<file path="src/rtl/irq_pending_latch.sv">
`default_nettype none
// ============================================================================
// Module   : irq_pending_latch
// Purpose  : Capture stage ahead of priority_encoder_4to2. It synchronises four
//            asynchronous request lines, turns them into events and holds each
//            event as a pending bit. A pending bit stays set until the consumer
//            acknowledges it with the encoder's 2-bit code
//            (00=D3, 01=D2, 10=D1, 11=D0).
// Params   : SYNC_STAGES - synchroniser depth per request line (legal 2..4)
//            EDGE_MODE   - 1: event on a rising edge of the synced line
//                          0: event while the synced line is high
// Config   : IRQ_MASK_EN - when defined, adds the mask port. D3..D0 then come
//            from a registered pend & ~mask stage, one cycle behind pend.
//            When undefined, D3..D0 are the pending flops themselves.
// Ports    : clk       in  1  clock, rising edge
//            rst_n     in  1  asynchronous active-low reset
//            req_in    in  4  async requests, bit3->D3 ... bit0->D0
//            ack       in  1  strobe: clear the pending bit chosen by ack_code
//            ack_code  in  2  encoder code of the bit to clear
//            ovr_clr   in  1  clears all overrun flags
//            mask      in  4  1 hides a bit from the encoder (IRQ_MASK_EN only)
//            D3..D0    out 1  pending bits towards the encoder
//            pend_cnt  out 3  number of raw pending bits (0..4)
//            ovr       out 4  sticky per-bit overrun flags
//            ack_err   out 1  one-cycle pulse: ack_code selected a clear bit
// Revision : 1.0 - initial release
// ============================================================================
module irq_pending_latch #(
  parameter int SYNC_STAGES = 2,
  parameter int EDGE_MODE   = 1
) (
  input  logic       clk,
  input  logic       rst_n,
  input  logic [3:0] req_in,
  input  logic       ack,
  input  logic [1:0] ack_code,
  input  logic       ovr_clr,
`ifdef IRQ_MASK_EN
  input  logic [3:0] mask,
`endif
  output logic       D3,
  output logic       D2,
  output logic       D1,
  output logic       D0,
  output logic [2:0] pend_cnt,
  output logic [3:0] ovr,
  output logic       ack_err
);

  // Synchroniser: one 4-bit slice per stage, slice 0 samples req_in.
  logic [SYNC_STAGES-1:0][3:0] r_sync;
  logic [3:0]                  w_sync_s;

  logic [3:0] w_event;
  logic       w_ovr_en;

  logic [3:0] r_pend;
  logic [3:0] r_ovr;
  logic       r_ack_err;

  logic [1:0] w_idx;
  logic [3:0] w_sel;
  logic [3:0] w_clr;
  logic [3:0] w_pend_next;
  logic [3:0] w_ovr_set;
  logic [3:0] w_d;

  always_ff @(posedge clk or negedge rst_n) begin
    if (!rst_n) begin
      r_sync <= '0;
    end else begin
      r_sync <= {r_sync[SYNC_STAGES-2:0], req_in};
    end
  end

  assign w_sync_s = r_sync[SYNC_STAGES-1];

  generate
    if (EDGE_MODE != 0) begin : g_edge
      logic [3:0] r_sync_prev;

      always_ff @(posedge clk or negedge rst_n) begin
        if (!rst_n) begin
          r_sync_prev <= '0;
        end else begin
          r_sync_prev <= w_sync_s;
        end
      end

      assign w_event  = w_sync_s & ~r_sync_prev;
      assign w_ovr_en = 1'b1;
    end else begin : g_level
      // A held level is one continuous request, so it can never overrun.
      assign w_event  = w_sync_s;
      assign w_ovr_en = 1'b0;
    end
  endgenerate

  // Encoder code 00 names D3, so the bit index is the code reversed.
  assign w_idx = 2'd3 - ack_code;
  assign w_sel = 4'b0001 << w_idx;
  assign w_clr = {4{ack}} & w_sel;

  // A new event beats a same-cycle clear of the same bit.
  assign w_pend_next = w_event | (r_pend & ~w_clr);

  // Overrun only when the bit would otherwise have stayed pending.
  assign w_ovr_set = {4{w_ovr_en}} & w_event & r_pend & ~w_clr;

  always_ff @(posedge clk or negedge rst_n) begin
    if (!rst_n) begin
      r_pend    <= '0;
      r_ovr     <= '0;
      r_ack_err <= 1'b0;
    end else begin
      r_pend    <= w_pend_next;
      // New overruns are OR-ed in after the clear so they survive ovr_clr.
      r_ovr     <= (r_ovr & ~{4{ovr_clr}}) | w_ovr_set;
      r_ack_err <= ack & ~(|(r_pend & w_sel));
    end
  end

`ifdef IRQ_MASK_EN
  logic [3:0] r_d;

  always_ff @(posedge clk or negedge rst_n) begin
    if (!rst_n) begin
      r_d <= '0;
    end else begin
      r_d <= r_pend & ~mask;
    end
  end

  assign w_d = r_d;
`else
  assign w_d = r_pend;
`endif

  assign {D3, D2, D1, D0} = w_d;

  assign pend_cnt = {2'b00, r_pend[0]} + {2'b00, r_pend[1]}
                  + {2'b00, r_pend[2]} + {2'b00, r_pend[3]};
  assign ovr      = r_ovr;
  assign ack_err  = r_ack_err;

endmodule
`default_nettype wire
</file>
<file path="config.mk">
export PLATFORM = sky130hd
export DESIGN_NAME = irq_pending_latch
export DESIGN_NICKNAME = d
export VERILOG_FILES = /design/src/rtl/irq_pending_latch.sv
export SDC_FILE = /design/constraint.sdc
export NUM_CORES = 1
export LEC_CHECK = 0
export BUFFER_PORTS_ARGS = -buffer_cell sky130_fd_sc_hd__clkbuf_2
export CAP_MARGIN = 20
export CORE_UTILIZATION = 51
export CTS_CLUSTER_SIZE = 40
export DETAILED_ROUTE_END_ITERATION = 10
export PLACE_DENSITY = 0.89
export SYNTH_ARGS = -nofsm -noshare
export SYNTH_HDL_FRONTEND = slang
export SYNTH_SLANG_ARGS = --single-unit
</file>
<file path="constraint.sdc">
create_clock -name clk -period 4.2 [get_ports clk]
set_clock_uncertainty 0.15 [all_clocks]
set_input_delay 0.21 -clock clk [delete_from_list [all_inputs] [get_ports clk]]
set_output_delay 0.21 -clock clk [all_outputs]
set_load 0.02 [all_outputs]
</file>
==> results of run 1 <==
==> report_power, final <==
group | internal [mW] | switching, mW
clock | 0.0354 | 0.0563
sequential | 0.217 | 0.0102
combinational | 0.0334 | 0.0514
==> registers in the layout (all words and copies together) (netlist names) <==
register,flops
ack_err,1
g_edge.r_sync_prev,4
r_sync,4
ovr,4
w_sync_s,4
r_pend,4
==> path summary, 6_finish.rpt <==
| kind | from | to | slack [ns] | cells past startpoint |
|---|---|---|---|---|
| setup / recovery | r_pend[1] | pend_cnt[1] | 1.98 | 4 |
| hold / removal | ack | ack_err | 0.03 | 2 |
| setup reg to reg | r_pend[2] | ack_err | 2.94 | 2 |
| hold reg to reg | r_sync[1] | w_sync_s[1] | 0.21 | 0 |
| max in group asynchronous | rst_n | ovr[3] | 3.32 | 2 |
| min in group asynchronous | rst_n | r_pend[0] | 0.24 | 2 |
==> layout make-up <==
class / count / area (um^2)
Multi-Input combinational cell: 21 / 194
Sequential cell: 21 / 526
Fill cell: 96 / 383
Clock buffer: 3 / 22.5
Timing Repair Buffer: 26 / 155
Inverter: 8 / 30.0
Tap cell: 15 / 18.8
Clock inverter: 1 / 5.00
==> cell families after synthesis <==
| logic type | count (synthesis) |
|---|---|
| muxes | 1 |
| DFF | 21 |
| adders and majority gates | 3 |
| and+or+nand+nor | 9 |
| buffers and inverters | 8 |
| AOI/OAI and AO/OA | 8 |
==> cells in the final DEF, fill, tap and decap left out, drive strengths merged, types with 2 or more instances in the layout <==
cell and instances:
dlygate4sd3 5, ha 2, inv 8, nand2b 4
clkbuf 24, o22ai 4, dfrtp 21, and3b 2
o41ai 4
==> routing by layer <==
| layer | up-vias | routed length (um) | GRT usage, % |
|---|---|---|---|
| met5 | - | 0 | 0 |
| met4 | 0 | 10 | 12.5 |
| met3 | 2 | 54 | 5.00 |
| met2 | 17 | 584 | 32.1 |
| met1 | 227 | 542 | 22.5 |
| li1 | 232 | - | - |
==> stage by stage <==
step           hold WS, ns  util, %  setup slack [ns]  power, mW
3_3_place_gp        0.0413     65.5              2.35      0.309
4_1_cts             0.0211     71.3              1.95      0.410
6_report            0.0276     71.3              1.98      0.404
5_1_grt            0.00289     71.3              1.89      0.435
3_5_place_dp        0.0493     65.5              2.29      0.315
2_1_floorplan       -0.236        -              2.32      0.283
==> worst max-delay path: stages (launching register included) <==
cell	delay, ns
dfrtp_1	0.42
ha_1	0.33
fa_1	0.37
ha_1	0.29
clkbuf_2	0.16
==> repair_timing <==
action	in CTS	in global routing
hold buffers	5	0
setup buffers	0	0
hold endpoints to repair	25	0
==> impl_metrics.ini, run 1 <==
[outcome]
outcome = finished, final reports clean

[detailed_routing]
ant_nets = 0
routed_wl_mm = 1.19
via_count = 478
drc_errors = 0
drt_iter0_markers = 9
wl_per_cell_um = 12.5
viasPerCell = 5.03
first_pass_iters = 4

[clocking]
insertion_delay_ns = 0.29
cts_max_level = 1
root_buffer = clkbuf_4
ctsLongestPathBuffers = 2
clock-sinks = 21
clk_pin_slew_worst_paths_ns = 0.11
postCtsResizedCells = 0
cts_buffers = 3
tritoncts = built

[logic_synthesis]
netlist_top_cells_area = dfrtp_1 (70%), o41ai_1 (4.7%), inv_1 (4.0%), ha_1 (3.3%), nand2b_1 (3.3%)
synthSimpleGateAreaFrac_pct = 8.85
synth_top_family_by_area = simple AND/OR/NAND/NOR gates
async_flop_share_pct = 100
yosysMostFrequentCell = dfrtp_1
synth-compound-area-share_pct = 8.01
synth_fp_nets = 63
yosysUniqueCellTypes = 12
ys_seq_area_share_pct = 70.1
netlist_area_um2 = 749
synthXorXnorAreaFrac_pct = 0
synthAdderAreaFrac_pct = 6.01
syn-instance-count = 50
synth_edf_count = 0
yosysTopAreaCell = dfrtp_1
yosys.area.top_type_share_pct = 70.1
synth_ff_type = dfrtp_1
yosys-top-cells-count = dfrtp_1 (21), inv_1 (8), nand2b_1 (4), o22ai_1 (4), o41ai_1 (4)
ys_seq_elements = 21
synth_mux_area_share_pct = 3.01
ys_warn_count = 0
synth_area_per_cell_um2 = 15.0

[floorplan]
initial_core_util_pct = 56.2
dieArea_um2 = 1630
coreArea_um2 = 1330
num_rows = 13
ios = 22
die_y_um = 40.3
die_x_um = 40.3

[job]
cap_violations = 0

[cells_and_area]
design_area_um2 = 951
nNetsFinal = 94
drive_gt1_share_pct = 36.3
n_antenna_cell = 0
syn_to_final_growth_pct = 26.9
layout.cells.non_filler = 95

[grt]
grt_pass1_wl_mm = 1.92
grt_max_degree = 22
grt_antenna_before_repair = 0
grt_pass1_vias = 455
grt_use_total_pct = 19.6
grt-ovfl-total = 0

[sta]
finalCritPeriodShare_pct = 52.9
layout_min_cycle_time_ns = 2.22
slew_headroom_pct = 67.1
final_max_slew_viol_count = 0
finalHoldViolCount = 0
rsz0062_at_grt = no
finalSetupTns_ns = 0
tightest_slew_ns = 0.494
max_freq_mhz = 450
setup_viol = 0

[worst_setup_path]
path_class = register to output port
cp_max_fo = 4
cp-start-kind = register
setup.worst_path.end_class = output port
cp.arrival_ns = 1.86
critPathRequiredTime_ns = 3.84

[place]
routabilityCongestion = 0.707
dp_cells = 86
io_buffers = 21
hpwl_um = 909
post_dp_cell_area_um2 = 873

[power_and_ir_drop]
power_density_nw_per_um2 = 425
peakVddDrop_v = 0.000265
leakagePower_nw = 0.491

[hold_path]
hold_path_class = input port to register
Power figures use the tool's default switching activity.
==> run 2, diff against run 1 <==
--- a/config.mk
+++ b/config.mk
@@ -7,10 +7,10 @@
 export LEC_CHECK = 0
 export BUFFER_PORTS_ARGS = -buffer_cell sky130_fd_sc_hd__clkbuf_2
 export CAP_MARGIN = 20
-export CORE_UTILIZATION = 51
+export CORE_UTILIZATION = 43
 export CTS_CLUSTER_SIZE = 40
 export DETAILED_ROUTE_END_ITERATION = 10
-export PLACE_DENSITY = 0.89
+export PLACE_DENSITY = 0.81
 export SYNTH_ARGS = -nofsm -noshare
 export SYNTH_HDL_FRONTEND = slang
 export SYNTH_SLANG_ARGS = --single-unit
==> constraint.sdc (replaced) <==
create_clock -name clk -period 1.82 [get_ports clk]
set_clock_uncertainty 0.15 [all_clocks]
set_input_delay 0.091 -clock clk [delete_from_list [all_inputs] [get_ports clk]]
set_output_delay 0.091 -clock clk [all_outputs]
set_load 0.02 [all_outputs]
==> run 2 against run 1 <==
  * The run now ends with design-rule violations, negative setup slack left
  * Via count increased by 2.7%
  * Critical endpoint unchanged
  * Register-to-register slack worse by 2.5 ns
  * Critical path type unchanged
  * Die area grew 18%
  * Final cell count rose by 5.3%
==> impl_metrics.ini, run 2 (synthesis results as in run 1) <==
[detailed_routing]
drt_iter0_markers = 5
via_count = 491
drc_errors = 3
ant_nets = 0
first_pass_iters = 7
viasPerCell = 4.91
routed_wl_mm = 1.32
wl_per_cell_um = 13.2

[place]
routabilityCongestion = 0.745
hpwl_um = 912
post-place-ws_ns = 0.0597
io_buffers = 21

[cells_and_area]
mostFrequentLayoutCells = dfrtp_1 (21), clkbuf_2 (18), inv_1 (8)
final_common_cell = dfrtp_1
syn_to_final_growth_pct = 39.2
nNetsFinal = 98
drive_gt1_share_pct = 39.3
fill_cells = 106
n_antenna_cell = 0

[worst_setup_path]
setup.worst_path.end_class = output port
critPathRequiredTime_ns = 1.58
cp_max_fo = 2
cp-startpoint = r_pend[1]
cp-start-kind = register
rr_startpoint = r_pend[1]
path_class = register to output port
cp.arrival_ns = 1.72

[outcome]
outcome = complete, but fails checks
violations = design-rule violations, negative setup slack

[sta]
finalHoldViolCount = 0
layout_min_cycle_time_ns = 1.96
rsz0062_at_grt = yes
setup_viol = 3
final_max_slew_viol_count = 0
tightest_slew_ns = 0.498
finalCritPeriodShare_pct = 108
setup_ws_ns = -0.145
max_freq_mhz = 509
slew_headroom_pct = 66.8
finalSetupTns_ns = -0.272

[floorplan]
dieArea_um2 = 1910
coreArea_um2 = 1560
ios = 22
die_x_um = 43.8
num_rows = 14
initial_core_util_pct = 48.1
die_y_um = 43.8

[clocking]
tritoncts = built
cts_buffers = 3
cts_max_level = 1
clock-sinks = 21
ctsLongestPathBuffers = 2
clk_pin_slew_worst_paths_ns = 0.11
root_buffer = clkbuf_4
insertion_delay_ns = 0.29

[grt]
grt_pass1_wl_mm = 2.10
grt_use_total_pct = 15.7
grt_pass1_vias = 487
grt_max_degree = 22
grt-ovfl-total = 0
grt_antenna_before_repair = 0

[power_and_ir_drop]
peakVddDrop_v = 0.000472
leakagePower_nw = 0.516
power_density_nw_per_um2 = 992

[hold_path]
hold_start = ack_code[0]
hold_path_class = input port to register

[job]
cap_violations = 0
## run 2: cell types whose count changed in the layout (fill, tap and decap cells not counted), moves of 2 or more
cell / before / now
clkbuf_2: 21 / 18
ha_4: 0 / 2
ha_1: 2 / 0
buf_8: 0 / 3
dlygate4sd3_1: 5 / 7
buf_4: 0 / 2
## run 2: where the power goes
group,switching (mW),internal (mW),total (mW)
clock,0.128,0.0853,0.213
sequential,0.0252,0.501,0.526
combinational,0.142,0.154,0.296
total,0.294,0.740,1.03
## run 2: final cells by class
type,count,area (um^2),share of cell area (%)
multi-input combinational,21,221,21.2
tap,16,20.0,1.92
clock buffer,4,26.3,2.52
inverter,8,30.0,2.88
timing repair buffer,30,220,21.1
sequential,21,526,50.4
## run 2: through the flow
step	power (mW)	hold slack [ns]	cells	area (um^2)	utilization (%)
after floorplan	0.654	-0.355	50	749	-
after global placement	0.714	-0.0753	87	875	56.1
after detailed placement	0.722	-0.0673	87	875	56.1
after CTS	1.02	0.0163	99	1030	66.2
after global routing	1.09	0.0222	100	1040	66.9
final	1.03	0.0187	100	1040	66.9
## run 2: worst paths after layout
kind	endpoint	slack, ns	cells past startpoint
worst max-delay path	pend_cnt[1]	-0.14	4
worst min-delay path	ack_err	0.02	3
worst max register to register	ack_err	0.46	3
worst min register to register	w_sync_s[3]	0.21	0
max in group asynchronous	ovr[2]	1.05	2
min in group asynchronous	ovr[1]	0.14	2
## run 2: critical path, cell delays in order, from the launching register on
cell	delay, ns
dfrtp_1	0.44
ha_4	0.26
fa_2	0.35
ha_4	0.28
buf_8	0.10
## run 2: what timing repair did
item / in CTS / in global routing
hold buffers: 7 / 0
pin swaps: 3 / 3
buffers inserted: 1 / 1
endpoints found under the setup margin: 3 / 3
cloned: 0 / 0
gates resized for setup: 8 / 3
endpoints found under the hold margin: 30 / 0
## run 2: metal layers
layer | track usage [%] | wire (um) | share of wire, %
met3 | 2.50 | 74 | 5.6
met2 | 26.0 | 652 | 49
met1 | 20.3 | 575 | 44
met4 | 7.50 | 17 | 1.3
met5 | 0 | 0 | 0
